## config.mk

```make
export PLATFORM = sky130hd
export DESIGN_NAME = seq_detect_mm
export DESIGN_NICKNAME = d
export VERILOG_FILES = /design/src/rtl/seq_detect_mm.sv
export SDC_FILE = /design/constraint.sdc
export NUM_CORES = 1
export LEC_CHECK = 0
export CAP_MARGIN = 20
export CORE_MARGIN = 5
export CORE_UTILIZATION = 42
export DETAILED_ROUTE_END_ITERATION = 10
export GPL_TIMING_DRIVEN = 0
export HOLD_SLACK_MARGIN = 0.06
export PLACE_DENSITY = 0.78
export SLEW_MARGIN = 5
export SYNTH_ARGS = -nofsm -noshare
export SYNTH_HDL_FRONTEND = slang
export SYNTH_SLANG_ARGS = --single-unit
```

## constraint.sdc

```tcl
create_clock -name clk -period 2 [get_ports clk]
set_input_delay 0.2 -clock clk [delete_from_list [all_inputs] [get_ports clk]]
set_output_delay 0.2 -clock clk [all_outputs]
set_load 0.02 [all_outputs]
```

## src/rtl/seq_detect_mm.sv

```systemverilog
// Parametrised serial pattern detector (KMP automaton) with registered Moore flag,
// combinational Mealy flag, overlap/non-overlap restart and a saturating match counter.
module seq_detect_mm #(
  parameter int                   PAT_LEN = 4,
  parameter logic [PAT_LEN-1:0]   PATTERN = 4'b1011,
  parameter bit                   OVERLAP = 1'b1,
  parameter int                   CNT_W   = 8,
  localparam int                  ST_W    = $clog2(PAT_LEN + 1)
) (
  input  logic             clk,
  input  logic             reset,
  input  logic             x,
  input  logic             x_valid,
  input  logic             cnt_clr,
  output logic             moore,
  output logic             mealy,
  output logic [ST_W-1:0]  CS,
  output logic [ST_W-1:0]  NS,
  output logic [CNT_W-1:0] match_cnt
);

  typedef logic [ST_W-1:0] state_t;

  localparam state_t ST_MATCH = ST_W'(PAT_LEN);

  // Longest pattern prefix that is a suffix of (first s pattern bits, then b).
  // Pattern bit i of the received order is PATTERN[PAT_LEN-1-i].
  function automatic int delta_f(input int s, input logic b);
    int   best;
    int   j;
    logic ok;
    best = 0;
    for (int k = 1; k <= PAT_LEN; k++) begin
      if (k <= s + 1) begin
        ok = 1'b1;
        for (int i = 0; i < PAT_LEN; i++) begin
          if (i < k) begin
            j = s + 1 - k + i;
            if (j == s) begin
              ok = ok & (PATTERN[PAT_LEN-1-i] == b);
            end else begin
              ok = ok & (PATTERN[PAT_LEN-1-i] == PATTERN[PAT_LEN-1-j]);
            end
          end
        end
        if (ok) begin
          best = k;
        end
      end
    end
    return best;
  endfunction

  function automatic logic [CNT_W-1:0] sat_inc(input logic [CNT_W-1:0] v);
    return (&v) ? v : v + CNT_W'(1);
  endfunction

  state_t           cs_q;
  state_t           ns_d;
  logic [CNT_W-1:0] cnt_q;
  logic [CNT_W-1:0] cnt_d;
  state_t           nxt0_w [PAT_LEN+1];
  state_t           nxt1_w [PAT_LEN+1];

  // Transition tables built at elaboration; non-overlap restarts from state 0 after a match.
  for (genvar g = 0; g <= PAT_LEN; g++) begin : g_tab
    localparam int S_EFF = ((g == PAT_LEN) && !OVERLAP) ? 0 : g;
    assign nxt0_w[g] = ST_W'(delta_f(S_EFF, 1'b0));
    assign nxt1_w[g] = ST_W'(delta_f(S_EFF, 1'b1));
  end

  always_comb begin
    ns_d = cs_q;
    if (x_valid) begin
      for (int s = 0; s <= PAT_LEN; s++) begin
        if (cs_q == ST_W'(s)) begin
          ns_d = x ? nxt1_w[s] : nxt0_w[s];
        end
      end
    end
  end

  assign mealy = x_valid & (ns_d == ST_MATCH) & ~reset;
  assign moore = (cs_q == ST_MATCH);

  always_comb begin
    cnt_d = cnt_q;
    if (cnt_clr) begin
      cnt_d = mealy ? CNT_W'(1) : '0;
    end else if (mealy) begin
      cnt_d = sat_inc(cnt_q);
    end
  end

  always_ff @(posedge clk) begin
    if (reset) begin
      cs_q  <= '0;
      cnt_q <= '0;
    end else begin
      cs_q  <= ns_d;
      cnt_q <= cnt_d;
    end
  end

  assign CS        = cs_q;
  assign NS        = ns_d;
  assign match_cnt = cnt_q;

endmodule

```

Yosys cells after proc, flatten, opt, wreduce, memory -nomap -nowiden --
Cells that the tools add are included.
Operators by class: equality and inequality tests 6, multiplexer cells 14, bitwise logic cells 3, add/subtract/negate cells 1, reduce and logical (&&, ||, !) cells 4
Operators with widths (number):
- 8-bit 2-to-1 mux | 3
- 3-bit 2-to-1 mux | 7
- 8-bit by 1-bit adder with 8-bit output, second input constant | 1
- 8-bit AND reduction | 1
- 3-bit by 2-bit equality test with 1-bit output, second input constant | 2
- 3-bit equality test, second input constant | 2
- 2-bit 2-to-1 mux | 2
- 3-bit by 1-bit equality test with 1-bit output, second input constant | 1
- 3-bit logical NOT | 1
- 1-bit AND | 2
- 1-bit 2-to-1 mux | 2
- 2-bit inequality test, second input constant | 1
- 2-bit AND reduction | 1
- 2-bit nonzero test | 1
- 1-bit NOT | 1
Storage, ports and cells: logic and storage cells 30, register bits after elaboration 11, input bits 5, output and inout bits 16

Logic depth before layout (Yosys ltp) --
depth in word-level cells 12, mapped depth 6, gate-level depth less buffers 5

Least setup slack after synthesis --
Ideal clock, no wire load.
kind register -> register, from register cs_q[0] (netlist: CS[0]), to register cnt_q[5] (netlist: match_cnt[5]), clock period less this slack 1.829 ns, cell stages (with the launch flop) 6, arrival time 1.759 ns, path slack 0.171 ns, library setup time 0.070 ns, buffers on the path 1, cell sequence dfxtp_1 nand3b_1 or3_1 buf_2 or4_1 a21oi_1
On the way: word-level cells in the longest chain between the ends 12, elaborated cells on any way between the ends 16
Ends and longest elaborated chain:
- start: declaration | RTL line 58 | state_t cs_q;
- start signal: assignment | RTL line 100 | cs_q <= ns_d;
- 3-bit logical NOT | RTL line 76 | if (cs_q == ST_W'(s)) begin
- 3-bit 2-to-1 mux (5 in series) | RTL line 76
- 3-bit 2-to-1 mux * | RTL line 74 | if (x_valid) begin
- 3-bit equality test * | RTL line 83 | assign mealy = x_valid & (ns_d == ST_MATCH) & ~reset;
- 1-bit AND * (2 in series) | RTL line 83
- 2-bit nonzero test (no line) *
- 2-bit AND reduction (no line) *
- end signal: assignment | RTL line 101 | cnt_q <= cnt_d;
- end: declaration | RTL line 60 | logic [CNT_W-1:0] cnt_q;
Every way passes the cells marked *; elsewhere a longest branch is shown, timed or not. A chain may end at the register's enable or synchronous reset.

Worst setup path in the final report --
from input x, to output NS[1]
On the way: word-level cells in the longest chain between the ends 6, elaborated cells on any way between the ends 8
Ends and longest elaborated chain:
- start: declaration | RTL line 12 | input logic x,
- 2-bit 2-to-1 mux | RTL line 77 | ns_d = x ? nxt1_w[s] : nxt0_w[s];
- 3-bit 2-to-1 mux (3 in series) | RTL line 76
- 3-bit 2-to-1 mux * | RTL line 76
- 3-bit 2-to-1 mux * | RTL line 74
- end: declaration | RTL line 18 | output logic [ST_W-1:0] NS,
Marked as above.

==> results.sh <==
export IMPL_gp_congestion=0.756
export IMPL_cts_tree="done"
export IMPL_grt_pass1_vias=558
export IMPL_r2r_start="CS[2]"
export IMPL_wirelength_mm=1.45
export IMPL_numPortBuffers=20
export IMPL_hold_viol=0
export IMPL_drv_slew=0
export IMPL_ys_seq_area_share_pct=37.1
export IMPL_synthArstFlopShare_pct=0
export IMPL_fin_cells=111
export IMPL_synth_edf_count=0
export IMPL_synth_avg_cell_area_um2=8.25
export IMPL_grt_overflow_total=0
export IMPL_fin_crit_ps=1910
export IMPL_clock_latency_ps=270
export IMPL_drive_above_1_share_pct=9.38
export IMPL_ant_nets=0
export IMPL_final_common_cell="clkdlybuf4s50_1"
export IMPL_numCtsBuffers=3
export IMPL_crit_required_ps=1800
export IMPL_critical_path_most_common_cell="clkdlybuf4s50_1"
export IMPL_viasPerCell=5.81
export IMPL_setup_viol=0
export IMPL_placed_cells=107
export IMPL_grt_pass1_wl_mm=2.38
export IMPL_rr_endpoint="match_cnt[7]"
export IMPL_rsz0062_at_grt="no"
export IMPL_syn_cell_area_um2=594
export IMPL_yosysUniqueCellTypes=26
export IMPL_fin_tns_setup_ps=0
export IMPL_worstHoldStart="match_cnt[5]"
export IMPL_wl_per_cell_um=13.0
export IMPL_cp_arrival_ps=1710
export IMPL_grt_use_total_pct=15.0
export IMPL_hold_depth=2
export IMPL_cts_buffer_depth=2
export IMPL_path_max_fanout=5
export IMPL_layout_common_cells="clkdlybuf4s50_1, a21oi_1, dfxtp_1, o21ai_0, nand2_1"
export IMPL_syn_to_final_growth_pct=40.6
export IMPL_drcViolationCount=0
export IMPL_p_leak_uw=0.000299
export IMPL_cp_cell_sequence="clkdlybuf4s50_1 > nand3b_1 > a21oi_1 > a211o_1 > clkdlybuf4s50_1"
export IMPL_startpoint_type="input pin"
export IMPL_die_y_um=47.6
export IMPL_outcome="complete, no violations"
export IMPL_post_place_ws_ps=-342
export IMPL_hold_path_end="match_cnt[5]"
export IMPL_ys_flop_type="dfxtp_1"
export IMPL_antenna_found_initial=0
export IMPL_grt_max_degree=10
export IMPL_holdBufCountCts=0
export IMPL_ys_seq_elements=11
export IMPL_h_tree_depth=1
export IMPL_hold_class="flop to flop"
export IMPL_irDropWorstVdd_mv=0.287
export IMPL_drt_first_pass_iters=4
export IMPL_cts_setup_buffers=0
export IMPL_via_count=645
export IMPL_clkSinkCount=11
export IMPL_synthCells=72
export IMPL_rows=13
export IMPL_die_area_um2=2270
export IMPL_cpPeakStageDelay_ps=600
export IMPL_diodes=0
export IMPL_p_per_area_nw_per_um2=495
export IMPL_fp_coreArea_um2=1320
export IMPL_worst_slack_ps=87.0
export IMPL_relSlewSlack_pct=77.9
export IMPL_fillers=127
export IMPL_reg2regPathDepth=5
export IMPL_tightestPinTransition_ps=331
export IMPL_fmax_mhz=523
export IMPL_min_period_over_period_pct=95.7
export IMPL_root_buffer="clkbuf_4"
export IMPL_finClkSkew_ps=2.15
export IMPL_rrSetupSlack_ps=200
export IMPL_cp_slowest_cell="clkdlybuf4s50_1"
export IMPL_ys_warn_count=0
export IMPL_drt_iter0_markers=11
export IMPL_dpl_hpwl_mm=1.07
export IMPL_synth_nets=78
export IMPL_ioPinCount=21
export IMPL_maxCapViolCount=0
export IMPL_cp_end_kind="primary output"
export IMPL_die_x_um=47.6
export IMPL_finalNetCount=103
export IMPL_initial_core_util_pct=45.1
export IMPL_clkTransAtPathRegs_ps=70
export IMPL_timing_worst_setup_path_type="input pin to primary output"
-- synth_stat cells (all sizes together) (2+ instances only) --
library cell | instances | share of area, %
a21oi | 10 | 8.4
and3 | 3 | 3.2
dfxtp | 11 | 37
inv | 2 | 1.3
nand2 | 6 | 3.8
nand3 | 2 | 1.7
nand3b | 3 | 3.8
nor2b | 2 | 2.1
nor3b | 2 | 2.5
o21ai | 7 | 5.9
o31ai | 3 | 3.8
o41ai | 2 | 2.9
or3 | 3 | 3.2
or4 | 4 | 5.1
-- per-layer routing --
| layer | up-vias | track usage (%) | wire (um) |
|---|---|---|---|
| met5 | - | 0 | 0 |
| met2 | 18 | 23.3 | 691 |
| met4 | 0 | 6.45 | 23 |
| met1 | 303 | 18.6 | 652 |
| met3 | 2 | 5.64 | 80 |
| li1 | 322 | - | - |
-- logic make-up (layout without fill, tap and decap cells) --
group	count (synthesis)	in the layout	synth area share, %
buf+inv	4	28	2.74
fa+ha+maj	1	1	2.10
simple gates	32	32	33.9
flops	11	11	37.1
compound gates	24	24	24.2
-- final cells by class --
| cell class | count | area (um2) | share of cell area (%) |
|---|---|---|---|
| plain buffers | 2 | 8.76 | 1.05 |
| well taps | 15 | 18.8 | 2.25 |
| multi-input cells | 57 | 358 | 42.8 |
| inverters | 2 | 7.51 | 0.898 |
| repair buffers | 20 | 194 | 23.2 |
| flip-flops and latches | 11 | 223 | 26.6 |
| clock buffers | 4 | 26.3 | 3.14 |
-- critical path: cells and delay by family --
family | cells | cell delay (ps)
buffers and inverters | 2 | 1060
AOI/OAI and AO/OA | 2 | 270
and+or+nand+nor | 1 | 180
-- state kept, by name (all words and copies together), names as in the netlist --
signal	cells
CS	3
match_cnt	8
-- power by group --
group          internal, uW  total, uW  leakage (uW)  switching, uW
sequential              221        224     0.0000897           3.01
clock                  77.3        153     0.0000150           75.3
combinational          18.6       37.0      0.000195           18.4
total                   317        413      0.000299           96.7
-- worst max path at each step --
stage               cells after the start    start  slack (ps)      endpoint
floorplan                               5    CS[0]         170  match_cnt[5]
global placement                        6  x_valid        -320         mealy
detailed placement                      6  x_valid        -340         mealy
CTS                                     5    CS[0]          20         mealy
global route                            5        x          10         NS[1]
finish                                  5        x          90         NS[1]
-- stage by stage --
step,cell area (um2),utilization (%),power [uW],hold WS [ps]
after floorplan,594,-,243,269
after detailed placement,813,61.7,266,497
after global placement,813,61.7,266,489
final,836,63.4,413,505
after CTS,840,63.7,417,507
after global routing,836,63.4,433,548
-- what timing repair did --
item / CTS / global route
pin swaps: 0 / 0
gates resized for setup: 4 / 3
setup endpoints to repair: 1 / 2
cloned: 0 / 0
Power figures use the tool's default switching activity.
